## config.mk

```make
export PLATFORM = sky130hd
export DESIGN_NAME = regfile_dump_ctrl
export DESIGN_NICKNAME = d
export VERILOG_FILES = /design/src/rtl/regfile_dump_ctrl.sv
export SDC_FILE = /design/constraint.sdc
export NUM_CORES = 1
export LEC_CHECK = 0
export CORE_UTILIZATION = 41
export DETAILED_ROUTE_END_ITERATION = 12
export HOLD_SLACK_MARGIN = 0.08
export PLACE_DENSITY_LB_ADDON = 0.05
export REMOVE_ABC_BUFFERS = 1
export SLEW_MARGIN = 20
export SYNTH_ARGS = -nofsm -noshare
export SYNTH_HDL_FRONTEND = slang
export SYNTH_SLANG_ARGS = --single-unit
```

## constraint.sdc

```tcl
create_clock -name clk -period 2.42 [get_ports clk]
set_input_delay 0.605 -clock clk [delete_from_list [all_inputs] [get_ports clk]]
set_output_delay 0.605 -clock clk [all_outputs]
set_load 0.02 [all_outputs]
```

## src/rtl/regfile_dump_ctrl.sv

```systemverilog
// Sweeps R0..R(NUM_REGS-1) through the register file SR2 read port and streams each value out.
// Optional trailing XOR checksum word when DUMP_CHECKSUM_EN is defined.
module regfile_dump_ctrl #(
    parameter int DATA_W   = 16,
    parameter int NUM_REGS = 8,
    parameter int IDX_W    = 3
) (
    input  logic              clk,
    input  logic              reset,
    input  logic              start,
    input  logic              abort,
    input  logic [DATA_W-1:0] rd_data,
    output logic [IDX_W-1:0]  sr_sel,
    output logic              busy,
    output logic              done,
    output logic              out_valid,
    input  logic              out_ready,
    output logic [DATA_W-1:0] out_data,
    output logic [IDX_W-1:0]  out_idx,
    output logic              out_last,
    output logic              out_csum
);

    localparam logic [IDX_W-1:0] LAST_IDX = IDX_W'(NUM_REGS - 1);

    typedef enum logic [2:0] {
        S_IDLE,
        S_FETCH,
        S_SEND,
        S_DONE
`ifdef DUMP_CHECKSUM_EN
        , S_CSUM
`endif
    } state_t;

    state_t              state_q, state_d;
    logic [IDX_W-1:0]    idx_q, idx_d;
    logic [DATA_W-1:0]   data_q, data_d;
    logic                busy_q, busy_d;
    logic                done_q, done_d;
    logic                out_valid_q, out_valid_d;
    logic [DATA_W-1:0]   out_data_q, out_data_d;
    logic [IDX_W-1:0]    out_idx_q, out_idx_d;
    logic                out_last_q, out_last_d;
`ifdef DUMP_CHECKSUM_EN
    logic [DATA_W-1:0]   csum_q, csum_d;
    logic                out_csum_q, out_csum_d;
`endif

    always_comb begin
        state_d = state_q;
        idx_d   = idx_q;
        data_d  = data_q;
`ifdef DUMP_CHECKSUM_EN
        csum_d  = csum_q;
`endif
        unique case (state_q)
            S_IDLE: begin
                if (start && !abort) begin
                    idx_d   = '0;
`ifdef DUMP_CHECKSUM_EN
                    csum_d  = '0;
`endif
                    state_d = S_FETCH;
                end
            end
            S_FETCH: begin
                data_d  = rd_data;
`ifdef DUMP_CHECKSUM_EN
                csum_d  = csum_q ^ rd_data;
`endif
                state_d = S_SEND;
            end
            S_SEND: begin
                if (out_ready) begin
                    if (idx_q != LAST_IDX) begin
                        idx_d   = idx_q + 1'b1;
                        state_d = S_FETCH;
                    end else begin
`ifdef DUMP_CHECKSUM_EN
                        state_d = S_CSUM;
`else
                        state_d = S_DONE;
`endif
                    end
                end
            end
`ifdef DUMP_CHECKSUM_EN
            S_CSUM: begin
                if (out_ready) state_d = S_DONE;
            end
`endif
            S_DONE:  state_d = S_IDLE;
            default: state_d = S_IDLE;
        endcase

        // abort overrides any handshake in the same cycle
        if (abort && state_q != S_IDLE) state_d = S_IDLE;

        // outputs are registered, so decode them from the next state
        busy_d      = (state_d != S_IDLE);
        done_d      = (state_d == S_DONE);
        out_valid_d = (state_d == S_SEND);
        out_last_d  = 1'b0;
        out_data_d  = out_data_q;
        out_idx_d   = out_idx_q;
        if (state_d == S_SEND) begin
            out_data_d = data_d;
            out_idx_d  = idx_d;
`ifndef DUMP_CHECKSUM_EN
            out_last_d = (idx_d == LAST_IDX);
`endif
        end
`ifdef DUMP_CHECKSUM_EN
        out_csum_d = 1'b0;
        if (state_d == S_CSUM) begin
            out_valid_d = 1'b1;
            out_data_d  = csum_d;
            out_idx_d   = LAST_IDX;
            out_last_d  = 1'b1;
            out_csum_d  = 1'b1;
        end
`endif
    end

    always_ff @(posedge clk) begin
        if (reset) begin
            state_q     <= S_IDLE;
            idx_q       <= '0;
            data_q      <= '0;
            busy_q      <= 1'b0;
            done_q      <= 1'b0;
            out_valid_q <= 1'b0;
            out_data_q  <= '0;
            out_idx_q   <= '0;
            out_last_q  <= 1'b0;
`ifdef DUMP_CHECKSUM_EN
            csum_q      <= '0;
            out_csum_q  <= 1'b0;
`endif
        end else begin
            state_q     <= state_d;
            idx_q       <= idx_d;
            data_q      <= data_d;
            busy_q      <= busy_d;
            done_q      <= done_d;
            out_valid_q <= out_valid_d;
            out_data_q  <= out_data_d;
            out_idx_q   <= out_idx_d;
            out_last_q  <= out_last_d;
`ifdef DUMP_CHECKSUM_EN
            csum_q      <= csum_d;
            out_csum_q  <= out_csum_d;
`endif
        end
    end

    assign sr_sel    = (state_q == S_IDLE) ? '0 : idx_q;
    assign busy      = busy_q;
    assign done      = done_q;
    assign out_valid = out_valid_q;
    assign out_data  = out_data_q;
    assign out_idx   = out_idx_q;
    assign out_last  = out_last_q;
`ifdef DUMP_CHECKSUM_EN
    assign out_csum  = out_csum_q;
`else
    assign out_csum  = 1'b0;
`endif

endmodule

```

## Word-level counts from Yosys, hierarchy flattened

Index checks and enable logic that the tools add are counted.

| cells by class | value |
|---|---|
| add/subtract/negate cells | 1 |
| equal/unequal tests | 6 |
| mux-type cells | 11 |
| bitwise logic cells | 1 |
| reduce and logical (&&, ||, !) cells | 7 |

Operators by type and width:

| operator | count |
|---|---|
| $mux 3 | 7 |
| $mux 16 | 1 |
| $eq 3x2->1 const B | 3 |
| $pmux 3 s3 | 1 |
| $pmux 3 s2 | 1 |
| $reduce_bool 3->1 | 2 |
| $add 3x1->3 const B | 1 |
| $eq 3x1->1 const B | 1 |
| $eq 3x3->1 const B | 1 |
| $logic_not 3->1 | 1 |
| $ne 3x3->1 const B | 1 |
| $logic_and 1x1->1 | 2 |
| $mux 2 | 1 |
| $reduce_or 2->1 | 1 |
| $logic_not 1->1 | 1 |
| $not 1->1 | 1 |

| word-level totals | value |
|---|---|
| register bits | 45 |
| bits of input ports | 21 |
| output and inout bits | 27 |

## Logic depth before layout (Yosys ltp)

| depth | value |
|---|---|
| depth after elaboration | 8 |
| mapped depth | 6 |
| gate-level depth less buffers | 5 |

## Worst setup path after synthesis

No wires, ideal clock.

| path | value |
|---|---|
| path kind | input to register |
| start point | in out_ready |
| end point | reg out_data_q[10], in the netlist out_data[10] |
| data arrival time | 1838 ps |
| data required time | 2299 ps |
| path slack | 462 ps |
| stages | 5 |
| buffers on the path | 1 |
| cells stage by stage | nor2b_1 a2111o_1 nor2b_2 buf_6 mux2_2 |

| on the way | value |
|---|---|
| longest elaborated chain between the ends | 4 |

Ends and longest elaborated chain:

| item | line | source |
|---|---|---|
| from (decl) | 17 | `input logic out_ready,` |
| $mux 3 | 75 | `if (out_ready) begin` |
| $pmux 3 s3 | 57 | `unique case (state_q)` |
| $mux 3 | 98 | `if (abort && state_q != S_IDLE) state_d = S_IDLE;` |
| $eq 3x2->1 | 107 | `if (state_d == S_SEND) begin` |
| to (signal assigned) | 148 | `out_data_q <= out_data_d;` |
| to (decl) | 42 | `logic [DATA_W-1:0] out_data_q, out_data_d;` |

No other way between the ends.
A chain may end at the register's enable or synchronous reset.

## Worst setup path after layout

| path | value |
|---|---|
| start point | reg state_q[2] |
| end point | out sr_sel[2] |

| on the way | value |
|---|---|
| longest elaborated chain between the ends | 2 |

Ends and longest elaborated chain:

| item | line | source |
|---|---|---|
| from (decl) | 36 | `state_t state_q, state_d;` |
| from (signal assigned) | 142 | `state_q <= state_d;` |
| $logic_not 3->1 | 158 | `assign sr_sel = (state_q == S_IDLE) ? '0 : idx_q;` |
| $mux 3 | 158 |  |
| to (decl) | 13 | `output logic [IDX_W-1:0] sr_sel,` |

No other way between the ends.

==> results by group <==
Clock tree
  • CTS root buf: clkbuf_8
  • Clock edge transition at the registers on the reported setup and hold paths: 0.08 ns
  • Hold Buf Count CTS: 0
  • Num CTS Buffers: 5
  • Cts repair resizes: 0
  • Number of buffers on the longest clock path: 2
  • Clk_lat worst skew: 0.29 ns
  • CTS H-tree lvls: 2
  • Clock tree from TritonCTS: yes
  • Clock Sink Count: 45
  • Post-CTS Setup Bufs: 0

Final layout
  • Diodes inserted: 0
  • Finished Core Util: 58.8%
  • Most frequent cells in the layout: 46 x clkdlybuf4s50_1, 45 x dfxtp_1, 34 x nand2_1
  • Post-layout net count: 253
  • Most common cell after layout, fill and taps aside: clkdlybuf4s50_1
  • Number of filler instances in the final layout: 363
  • Post-synthesis to final-layout area growth: 35.7%
  • Share of cells above drive strength 1: 16.8%

Global routing
  • Antenna violations before repair: 0
  • Number of global-route vias before repair: 1278
  • Global-route wire length before repair: 5660 um
  • GRT Resource Usage Total: 16.8%
  • Pin count of the biggest net entering global routing: 47
  • Final global-route overflow total: 0

Status
  • Result of the run: finished clean

Setup path
  • Critical Path Fanout Max: 6
  • Number of cells on the worst reg-to-reg path: 6
  • Kind of critical path: reg2out
  • Setup crit end kind: output port
  • Critical path required time: 1.81 ns
  • Signal arrival time at the worst endpoint: 1.64 ns
  • Slowest-stage cell, CP: clkdlybuf4s50_1
  • Launching instance or port of the critical path: state_q[2]
  • R2r endpoint: out_data[2]
  • Origin of the critical flop-to-flop path: idx_q[1]
  • Nature of the critical path startpoint: flop
  • Critical path cell sequence: nor3_1, nor2b_1, clkdlybuf4s50_1
  • Family with the most delay on the worst path: buffers and inverters
  • Number of buffers and inverters on the critical path: 1
  • Worst-case register-to-register setup slack: 0.36 ns
  • Longest individual stage delay on the worst path: 0.55 ns

Pwr
  • Areal power density over the cells: 549 mW/mm^2
  • Worst ir drop on vdd: 0.000270 V
  • Leak pwr: 0.874 nW

Placed design
  • Count of input and output buffers: 46
  • Placer's final routability congestion estimate: 0.709
  • Dpl hpwl: 2330 um

Floorplan
  • Height of the die: 67.7 um
  • Die area: 0.00459 mm^2
  • Initial core utilization: 43.4%
  • Core Rows: 23
  • Die width: 67.7 um
  • Total core area: 0.00409 mm^2
  • Number of I/O pins: 48

Timing
  • Unrepaired setup endpoints after global routing: false
  • Final Critical Period: 2.25 ns
  • Final number of max-transition violations: 0
  • Endpoints failing hold: 0
  • Setup clock skew after layout: 0.00401 ns
  • Achievable frequency: 445 MHz
  • Final setup violation count: 0
  • Hold_ws: 0.457 ns
  • Post-route fraction of the period consumed by the critical path: 92.8%

Hold path
  • Min-Delay Startpoint: data_q[9]
  • Hold Path Depth: 2
  • Destination of the worst hold path: data_q[9]
  • Hold/Removal Path Class: reg2reg

Yosys
  • Synth Instances: 181
  • Mean instance size in the synthesized netlist: 9.79 um^2
  • Cell area after technology mapping: 0.00177 mm^2
  • Total of warnings raised by yosys: 0
  • Register area share after synthesis: 50.8%
  • Number of synthesized register bits: 45
  • Unique masters post-synth: 31

Routing
  • DRC violations left: 0
  • Final antenna-violating net count: 0
  • DRT Wirelength: 3540 um
  • Average via count per standard cell: 4.89
  • Iteration count of the initial detailed-routing pass: 4
  • Via count: 1380
  • Avg WL per Cell: 12.5 um
  • Initial detailed-routing violation count: 70

Flow run
  • Max-cap check violation count: 0
-- flip-flops by register name, summed over array words and instances (netlist names) --
name,flops
out_last,1
out_data,16
data_q,16
done,1
out_idx,3
state_q,3
busy,1
out_valid,1
idx_q,3
-- layout make-up --
type	count	area [um^2]	area share, %
flip-flops and latches	45	901	37.5
clock buffers	7	96.3	4.01
repair buffers	53	526	21.9
well taps	50	62.6	2.60
clock inverters	1	5.00	0.208
multi-input cells	126	813	33.8
-- per-layer routing --
layer / share of wire (%) / GRT usage [%]
met2: 47 / 27.5
met4: 0.51 / 6.65
met3: 4.9 / 5.74
met1: 47 / 20.1
met5: 0 / 0
-- per-stage QoR --
stage | instance area (um^2) | TNS, ns | power, mW | std cells | setup WS (ns)
after floorplan | 1710 | 0 | 0.784 | 171 | 0.125
after global placement | 2300 | 0 | 0.838 | 274 | 0.00515
after detailed placement | 2300 | -0.426 | 0.839 | 274 | -0.0416
after CTS | 2400 | 0 | 1.34 | 282 | 0.155
after global routing | 2400 | 0 | 1.37 | 282 | 0.0355
final | 2400 | 0 | 1.32 | 282 | 0.173
-- how the worst max path moves through the flow --
stage | end | depth (start not counted)
global route | sr_sel[1] | 3
floorplan | out_data[0] | 4
global placement | out_data[5] | 6
CTS | sr_sel[1] | 3
finish | sr_sel[2] | 3
detailed placement | out_data[2] | 6
-- cell families after synthesis --
group / count (synthesis) / share of synthesized area, %
muxes: 20 / 12.5
xor gates and xnor gates: 1 / 0.494
and+or+nand+nor: 77 / 23.6
buffers and inverters: 11 / 3.46
other: 1 / 0.212
DFF: 45 / 50.8
adders and majority gates: 1 / 0.706
AOI/OAI and AO/OA: 25 / 8.19
-- where the power goes --
part           internal (mW)  total (mW)  switching (mW)
logic                 0.0425      0.0724          0.0300
clock network          0.258       0.499           0.241
registers              0.745       0.748         0.00335
total                   1.05        1.32           0.274
-- worst min-delay path, cell delays in order, from the launching register on --
cell and delay [ns]:
dfxtp_1 0.30, nand2_1 0.05, a21oi_1 0.06
-- synth_stat cells (all sizes together) --
library cell  number  area, um^2
and3b              1        8.76
nor2               4        15.0
a21oi             18        90.1
buf                4        35.0
a2111o             1        11.3
ha                 1        12.5
conb               1        3.75
dfxtp             45         901
mux2              17         191
o21ai              1        5.00
or3b               1        8.76
nor3b              1        12.5
and2               2        15.0
nand2             34         128
nor2b             23         146
o211ai             1        7.51
and2b              1        8.76
mux2i              3        30.0
clkbuf             7        26.3
a32oi              1        8.76
xnor2              1        8.76
nand4b             1        8.76
a211oi             1        7.51
nor3               3        15.0
nand2b             4        25.0
nor4bb             2        26.3
a22oi              2        15.0
(Power assumes the default switching activity.)
